==> src/rtl/led_strip_driver_pkg.sv <==
// led_strip_driver_pkg: shared serial LED timing defaults (50 MHz clock) and driver state type.
package led_strip_driver_pkg;
  localparam int T_BIT_50M = 63;
  localparam int T0H_50M = 20;
  localparam int T1H_50M = 40;
  localparam int T_RST_50M = 2500;
  typedef enum logic [1:0] {GAP, LOAD, HIGH, LOW} state_t;
endpackage

==> src/rtl/led_strip_driver_bit_timer.sv <==
// led_bit_timer: times the high and low phases of one serial bit and flags their ends.
module led_bit_timer import led_strip_driver_pkg::*; #(
  parameter int T_BIT = T_BIT_50M,
  parameter int T0H = T0H_50M,
  parameter int T1H = T1H_50M
) (
  input  logic clk,
  input  logic rst_n,
  input  logic run,
  input  logic bit_val,
  output logic high_end,
  output logic bit_end
);
  localparam int W = $clog2(T_BIT);
  logic [W-1:0] cnt;
  always_comb begin
    high_end = run && cnt == W'(bit_val ? T1H - 1 : T0H - 1);
    bit_end = run && cnt == W'(T_BIT - 1);
  end
  always_ff @(posedge clk or negedge rst_n)
    if (!rst_n) cnt <= '0;
    else cnt <= (run && !bit_end) ? cnt + 1'b1 : '0;
endmodule

==> src/rtl/led_strip_driver.sv <==
// led_strip_driver: streams 24-bit GRB colours for a chain of LEDs, one frame per latch gap.
module led_strip_driver import led_strip_driver_pkg::*; #(
  parameter int MAX_POS = 109,
  parameter int T_BIT = T_BIT_50M,
  parameter int T0H = T0H_50M,
  parameter int T1H = T1H_50M,
  parameter int T_RST = T_RST_50M
) (
  input  logic clk,
  input  logic rst_n,
  input  logic enable,
  output logic [$clog2(MAX_POS)-1:0] led_number,
  input  logic [7:0] green_intensity,
  input  logic [7:0] red_intensity,
  input  logic [7:0] blue_intensity,
  output logic data_out,
  output logic frame_done
);
  localparam int LW = $clog2(MAX_POS);
  localparam int GW = $clog2(T_RST);
  state_t state;
  logic [GW-1:0] gap_cnt;
  logic [23:0] shift;
  logic [4:0] bit_idx;
  logic high_end, bit_end;
  led_bit_timer #(.T_BIT(T_BIT), .T0H(T0H), .T1H(T1H)) timer (
    .clk(clk),
    .rst_n(rst_n),
    .run(state == HIGH || state == LOW),
    .bit_val(shift[23]),
    .high_end(high_end),
    .bit_end(bit_end)
  );
  // data_out is registered alongside the state so it is high exactly in HIGH
  always_ff @(posedge clk or negedge rst_n) begin
    if (!rst_n) begin
      state <= GAP;
      gap_cnt <= '0;
      led_number <= '0;
      data_out <= 1'b0;
      frame_done <= 1'b0;
      shift <= '0;
      bit_idx <= '0;
    end else begin
      frame_done <= 1'b0;
      case (state)
        GAP: begin
          gap_cnt <= gap_cnt == GW'(T_RST - 1) ? '0 : gap_cnt + 1'b1;
          if (gap_cnt == GW'(T_RST - 1) && enable) state <= LOAD;
        end
        LOAD: begin
          shift <= {green_intensity, red_intensity, blue_intensity};
          bit_idx <= 5'd23;
          data_out <= 1'b1;
          state <= HIGH;
        end
        HIGH: if (high_end) begin
          data_out <= 1'b0;
          state <= LOW;
        end
        LOW: if (bit_end) begin
          if (bit_idx != '0) begin
            shift <= {shift[22:0], 1'b0};
            bit_idx <= bit_idx - 1'b1;
            data_out <= 1'b1;
            state <= HIGH;
          end else if (led_number == LW'(MAX_POS - 1)) begin
            led_number <= '0;
            frame_done <= 1'b1;
            state <= GAP;
          end else begin
            led_number <= led_number + 1'b1;
            state <= LOAD;
          end
        end
        default: state <= GAP;
      endcase
    end
  end
endmodule

==> config.mk <==
export PLATFORM = sky130hd
export DESIGN_NAME = led_strip_driver
export DESIGN_NICKNAME = d
export VERILOG_FILES = /design/src/rtl/led_strip_driver_pkg.sv /design/src/rtl/led_strip_driver_bit_timer.sv /design/src/rtl/led_strip_driver.sv
export SDC_FILE = /design/constraint.sdc
export NUM_CORES = 1
export LEC_CHECK = 0
export ABC_AREA = 1
export CAP_MARGIN = 5
export CORE_MARGIN = 4
export CORE_UTILIZATION = 45
export DETAILED_ROUTE_END_ITERATION = 16
export DONT_BUFFER_PORTS = 1
export PLACE_DENSITY_LB_ADDON = 0.2
export SKIP_CTS_REPAIR_TIMING = 1
export SYNTH_ARGS = -nofsm -noshare
export SYNTH_HDL_FRONTEND = slang
export SYNTH_SLANG_ARGS = --single-unit
==> constraint.sdc <==
create_clock -name clk -period 1.7 [get_ports clk]
set_input_delay 0.255 -clock clk [delete_from_list [all_inputs] [get_ports clk]]
set_output_delay 0.255 -clock clk [all_outputs]
set_load 0.03 [all_outputs]
; ---- Word level (Yosys, flattened, before mapping)
; Cells that the tools add are included.
[word_totals]
regBits = 58
input_bits = 27
output_inout_bits = 9
elab_cells = 62
[classes]
add_sub_neg = 4
eq_ne = 11
n_mux = 24
bitwise = 1
n_reduce_logical = 14
[ops]
columns = operator, n
row1 = $mux 24, 2
row2 = $pmux 24 s2, 1
row3 = $add 12x1->12 const B, 1
row4 = $eq 12x12->1 const B, 1
row5 = $mux 12, 1
row6 = $mux 6, 2
row7 = $mux 5, 2
row8 = $pmux 5 s2, 1
row9 = $reduce_and 3->1, 3
row10 = $mux 1, 8
row11 = $mux 2, 4
row12 = $pmux 2 s4, 1
row13 = $add 7x1->7 const B, 1
row14 = $eq 7x7->1 const B, 1
row15 = $mux 7, 1
row16 = $add 6x1->6 const B, 1
row17 = $eq 6x6->1, 1
row18 = $eq 6x6->1 const B, 1
row19 = $reduce_bool 5->1, 1
row20 = $sub 5x1->5 const B, 1
row21 = $eq 2x2->1 const B, 2
row22 = $logic_and 1x1->1, 4
row23 = $ne 2x1->1 const B, 2
row24 = $ne 2x2->1 const B, 2
row25 = 9 further kinds, 9

; ---- Depth between registers and ports, before layout
; Gate-level depths: netlist (run 1).
[depth]
ltp_word = 6
depth_mapped = 10
ltp_nobuf = 10

; ---- Modules after synthesis
; From an unflattened synthesis (run 1), not the netlist that was laid out.
[hier_totals]
hier_cells = 419
area_unflattened_um2 = 3299.4
[modules_own_cells]
columns = mod, n_inst, cells_each, area_each_um2, seq_area_each_um2
row1 = led_strip_driver, 1, 378, 2949.1, 1301.2
row2 = led_bit_timer, 1, 41, 350.3, 150.1

; ---- Worst setup path before layout (run 1)
; OpenSTA, ideal clock, no wires.
[synth_path]
path_kind = register -> register
from = reg led_number[0]
to = reg led_number[4]
setup_time_ns = 0.130
arrival_ns = 1.284
t_required_ns = 1.570
path_slack_ns = 0.286
stages_incl_launch_ff = 8
n_path_buf = 0
period_less_slack_ns = 1.414
path_cell_list = dfrtp_1 > ha_1 > inv_1 > nor2_1 > xor2_1 > inv_1 > nand3_1 > o21ai_0
[synth_between]
elab_chain_cells = 2
elab_cells_between_ends = 3
cone_classes = add/sub (1) / eq/ne (1) / mux (1)
[synth_lines]
columns = element, line
row1 = from (decl), led_strip_driver.sv:12  ; output logic [$clog2(MAX_POS)-1:0] led_number,
row2 = from (signal assigned), led_strip_driver.sv:72  ; led_number <= led_number + 1'b1;
row3 = $add 7x1->7 / $eq 7x7->1 (equally long branches), "led_strip_driver.sv:72, led_strip_driver.sv:67"
row4 = $mux 7 (*), led_strip_driver.sv:67  ; end else if (led_number == LW'(MAX_POS - 1)) begin
; Every way passes the cells marked *; elsewhere a longest branch is shown, timed or not.
; A chain may end at the register's enable or synchronous reset.

; ---- Worst setup path in the final report (run 1)
[layout_path]
from = reg timer.cnt[0]
to = reg led_number[4]
[layout_between]
elab_chain_cells = 3
[layout_lines]
columns = element, line
row1 = from (decl), led_strip_driver_bit_timer.sv:15  ; logic [W-1:0] cnt;
row2 = from (signal assigned), led_strip_driver_bit_timer.sv:22  ; else cnt <= (run && !bit_end) ? cnt + 1'b1 : '0;
row3 = $eq 6x6->1, led_strip_driver_bit_timer.sv:18  ; bit_end = run && cnt == W'(T_BIT - 1);
row4 = $logic_and 1x1->1, led_strip_driver_bit_timer.sv:18
row5 = $reduce_and 3->1 (no source line), -
; No other way between the ends.

==> metrics.txt, run 1 <==
drt initial violations=159; outcome=finished, final reports clean; worst path required time=1.95 ns; Clock Skew=between 0.01 and 0.015 ns; sequential share of power=0.387; RSZ-0062 raised after global routing=false; Synthesized Nets=396; Compound-Gate Fraction of Synth Area=0.09731; total number of vias=about 2400; clk buf depth=2; Lkg Pwr=1.868 nW; initial antenna violation count=0; simple-gate area share of the yosys netlist=0.2565; first-pass GRT wire length=10850 um; RR Endpoint=led_number[4]; count of input and output buffers=0; critical path fanouts, max=7; leading cell type in the layout, fill and taps excluded=nand2_1; top post-synthesis cells by area=dfrtp_1 (45%), nand2_1 (11%), mux2i_1 (7.2%); Routed WL=6208 um; WS Path Type=flip-flop to flip-flop; switch share=0.3600; WL per Instance=around 13 um; DRT Pass-1 Iters=4; GP Congestion=between 0.8 and 0.9; Antenna diodes=0; xor/xnor share of the synthesized area=0.02452; Max Cap Violations=0; Die H=slightly above 90 um; Critical Path Source Type=flip-flop; clock transition at the registers of the reported paths=around 0.07 ns; Post-DP HPWL=4233 um; GRT overflow=0; relative slew slack=0.7522; Worst Tran Pin Value=0.3707 ns; Final setup viols=0; row count=30; Post-DRT Antenna Nets=0; residual DRC count=0; cell taking the most area after synthesis=dfrtp_1; Gate Count Post-Synth=363; area of the die=8559 um2; Post-Syn Area per Cell=8.855 um2; mux cell area share after synthesis=0.07162; root buffer cell=clkbuf_8; R2R Path Start=timer.cnt[0]; DIE WIDTH=92.52 um; cell area after synthesis=3214 um2; Via-to-Cell Ratio=between 5 and 6; H-tree Lvls=3; worst reg-to-reg path cell count=8; Distinct cells, synth=32; largest family of logic cells by synthesized area=simple AND/OR/NAND/NOR gates; sequential area share after synthesis=0.4515; Tmin final=1.543 ns; setup slack, reg-to-reg=0.16 ns; vias in the first global route=2371; clock share of power=0.270; Inserted Clock Buffers=9; CP endpoint=led_number[4]; Logic pwr share=0.343; CTS Sinks=58; Power Internal=0.003675 W; Clock Latency Late Sink=between 0.3 and 0.4 ns; pwr/cell area=between 1500 and 2000 nW/um2; max-slew violations=0; hold slack=about 0.075 ns; HP Class=primary input to flip-flop; CTS tree=yes; Area growth syn-to-layout=14.48%; Initial Util=0.4679; most frequent cells in the layout=nand2_1 (90), dfrtp_1 (57), inv_1 (37), nor2_1 (29), nand3_1 (26); YS warnings=0; setup_tns=0 ns; Worst setup startpoint=timer.cnt[0]; Final Net Count=413; maximum vdd drop=0.0008222 V; f_max=648.0 MHz; Critical Path Sink Type=flip-flop; GRT Total Usage=0.1582; Yosys top cell area share=0.4515; FF+latch count, synth=58; largest net degree at the start of global routing=59; Core ar.=6869 um2; Final Cycle Share=0.9078; I/O pin cnt=36; share of post-route cells with drive strength above 1=0.1948; P_sw=0.002067 W; crit path DAT=roughly 1.8 ns; Synth Area in Adders=0.02336; Final Hold Viols=0
-- layer usage --
layer | GRT usage | routed length (um)
met2 | 0.2447 | 2844
met1 | 0.2057 | 2911
met3 | 0.04387 | 344
met4 | 0.07302 | 107
met5 | 0 | 0
-- critical path, cell delays in order, from the launching register on --
cell and delay [ns]:
dfrtp_1 0.41, inv_1 0.07, ha_1 0.18, nand3_1 0.09, nor2_2 0.14, nand2_1 0.12, nor3_4 0.26, nand3_1 0.11
o21ai_0 0.08
-- synth_stat cells --
cell      number
ha_1           6
o21ai_2       25
nand2_4        2
nor3_4         1
nor2_2         3
xor2_1         7
clkbuf_1       1
nand3b_1       2
nand2_2        3
xnor2_1        2
nor2_4         1
nand3_2        1
clkbuf_4       1
buf_2          1
a211oi_1       1
nand3_1       26
o21bai_1       1
o21ai_0       12
a21oi_1        2
nor2_8         1
inv_2          2
nor3_2         2
buf_6          7
nand4_1        6
nand2_1       90
nand3_4        1
a21oi_2        1
nor2_1        29
dfrtp_1       58
inv_1         37
mux2i_1       23
nor3_1         8
-- power by group through the flow --
stage	clock network, W	registers [W]	logic [W]
after floorplan	0	0.00210	0.00170
after global placement	0	0.00223	0.00185
after detailed placement	0	0.00224	0.00191
after CTS	0.00159	0.00222	0.00192
after global routing	0.00166	0.00229	0.00225
final	0.00155	0.00222	0.00197
-- through the flow --
| step | std cells | power [W] | utilization | worst slack [ns] | cell area (um2) |
|---|---|---|---|---|---|
| 6_report | 481 | 0.005742 | 0.5357 | 0.1567 | 3680 |
| 5_1_grt | 481 | 0.006196 | 0.5357 | 0.005207 | 3680 |
| 4_1_cts | 478 | 0.005732 | 0.5264 | 0.1113 | 3616 |
| 3_5_place_dp | 462 | 0.004153 | 0.4913 | 0.1276 | 3374 |
| 3_3_place_gp | 462 | 0.004086 | 0.4913 | 0.1823 | 3374 |
| 2_1_floorplan | 363 | 0.003800 | - | 0.2862 | 3214 |
-- sequential cells by signal, indices dropped and copies added (netlist names) --
register	cells
bit_idx	5
data_out	1
shift	24
frame_done	1
state	2
gap_cnt	12
led_number	7
timer.cnt	6
-- logic make-up (layout without fill, tap and decap cells) --
family	after synthesis	count (layout)
adders and majority gates	6	6
and+or+nand+nor	176	176
muxes	23	23
DFF	58	58
AOI/OAI and AO/OA	42	42
buffers and inverters	49	71
xor gates and xnor gates	9	9
-- area by class of cell --
cell class | instances | area (um2)
Multi-Input combinational cell | 256 | 1521
Clock inverter | 7 | 117.6
Sequential cell | 58 | 1453
Timing Repair Buffer | 16 | 197.7
Fill cell | 643 | 3189
Inverter | 39 | 146.4
Tap cell | 96 | 120.1
Clock buffer | 9 | 123.9
-- worst min-delay path by stage --
stage	start	endpoint	slack [ns]	cells after the start
final	blue_intensity[0]	shift[0]	0.07	2
after global routing	blue_intensity[0]	shift[0]	0.10	2
after CTS	rst_n	gap_cnt[9]	-0.41	0
after detailed placement	rst_n	led_number[5]	-0.04	0
after global placement	rst_n	led_number[5]	-0.04	0
after floorplan	rst_n	bit_idx[0]	-0.04	0
No activity file was read; power rests on OpenSTA's default activity.
==> inputs of run 2 (changes only) <==
--- a/config.mk
+++ b/config.mk
@@ -16,3 +16,4 @@
 export SYNTH_ARGS = -nofsm -noshare
 export SYNTH_HDL_FRONTEND = slang
 export SYNTH_SLANG_ARGS = --single-unit
+export TNS_END_PERCENT = 5
==> results of run 2 <==
The final DEF is identical to that of run 1; final timing and power are the same.
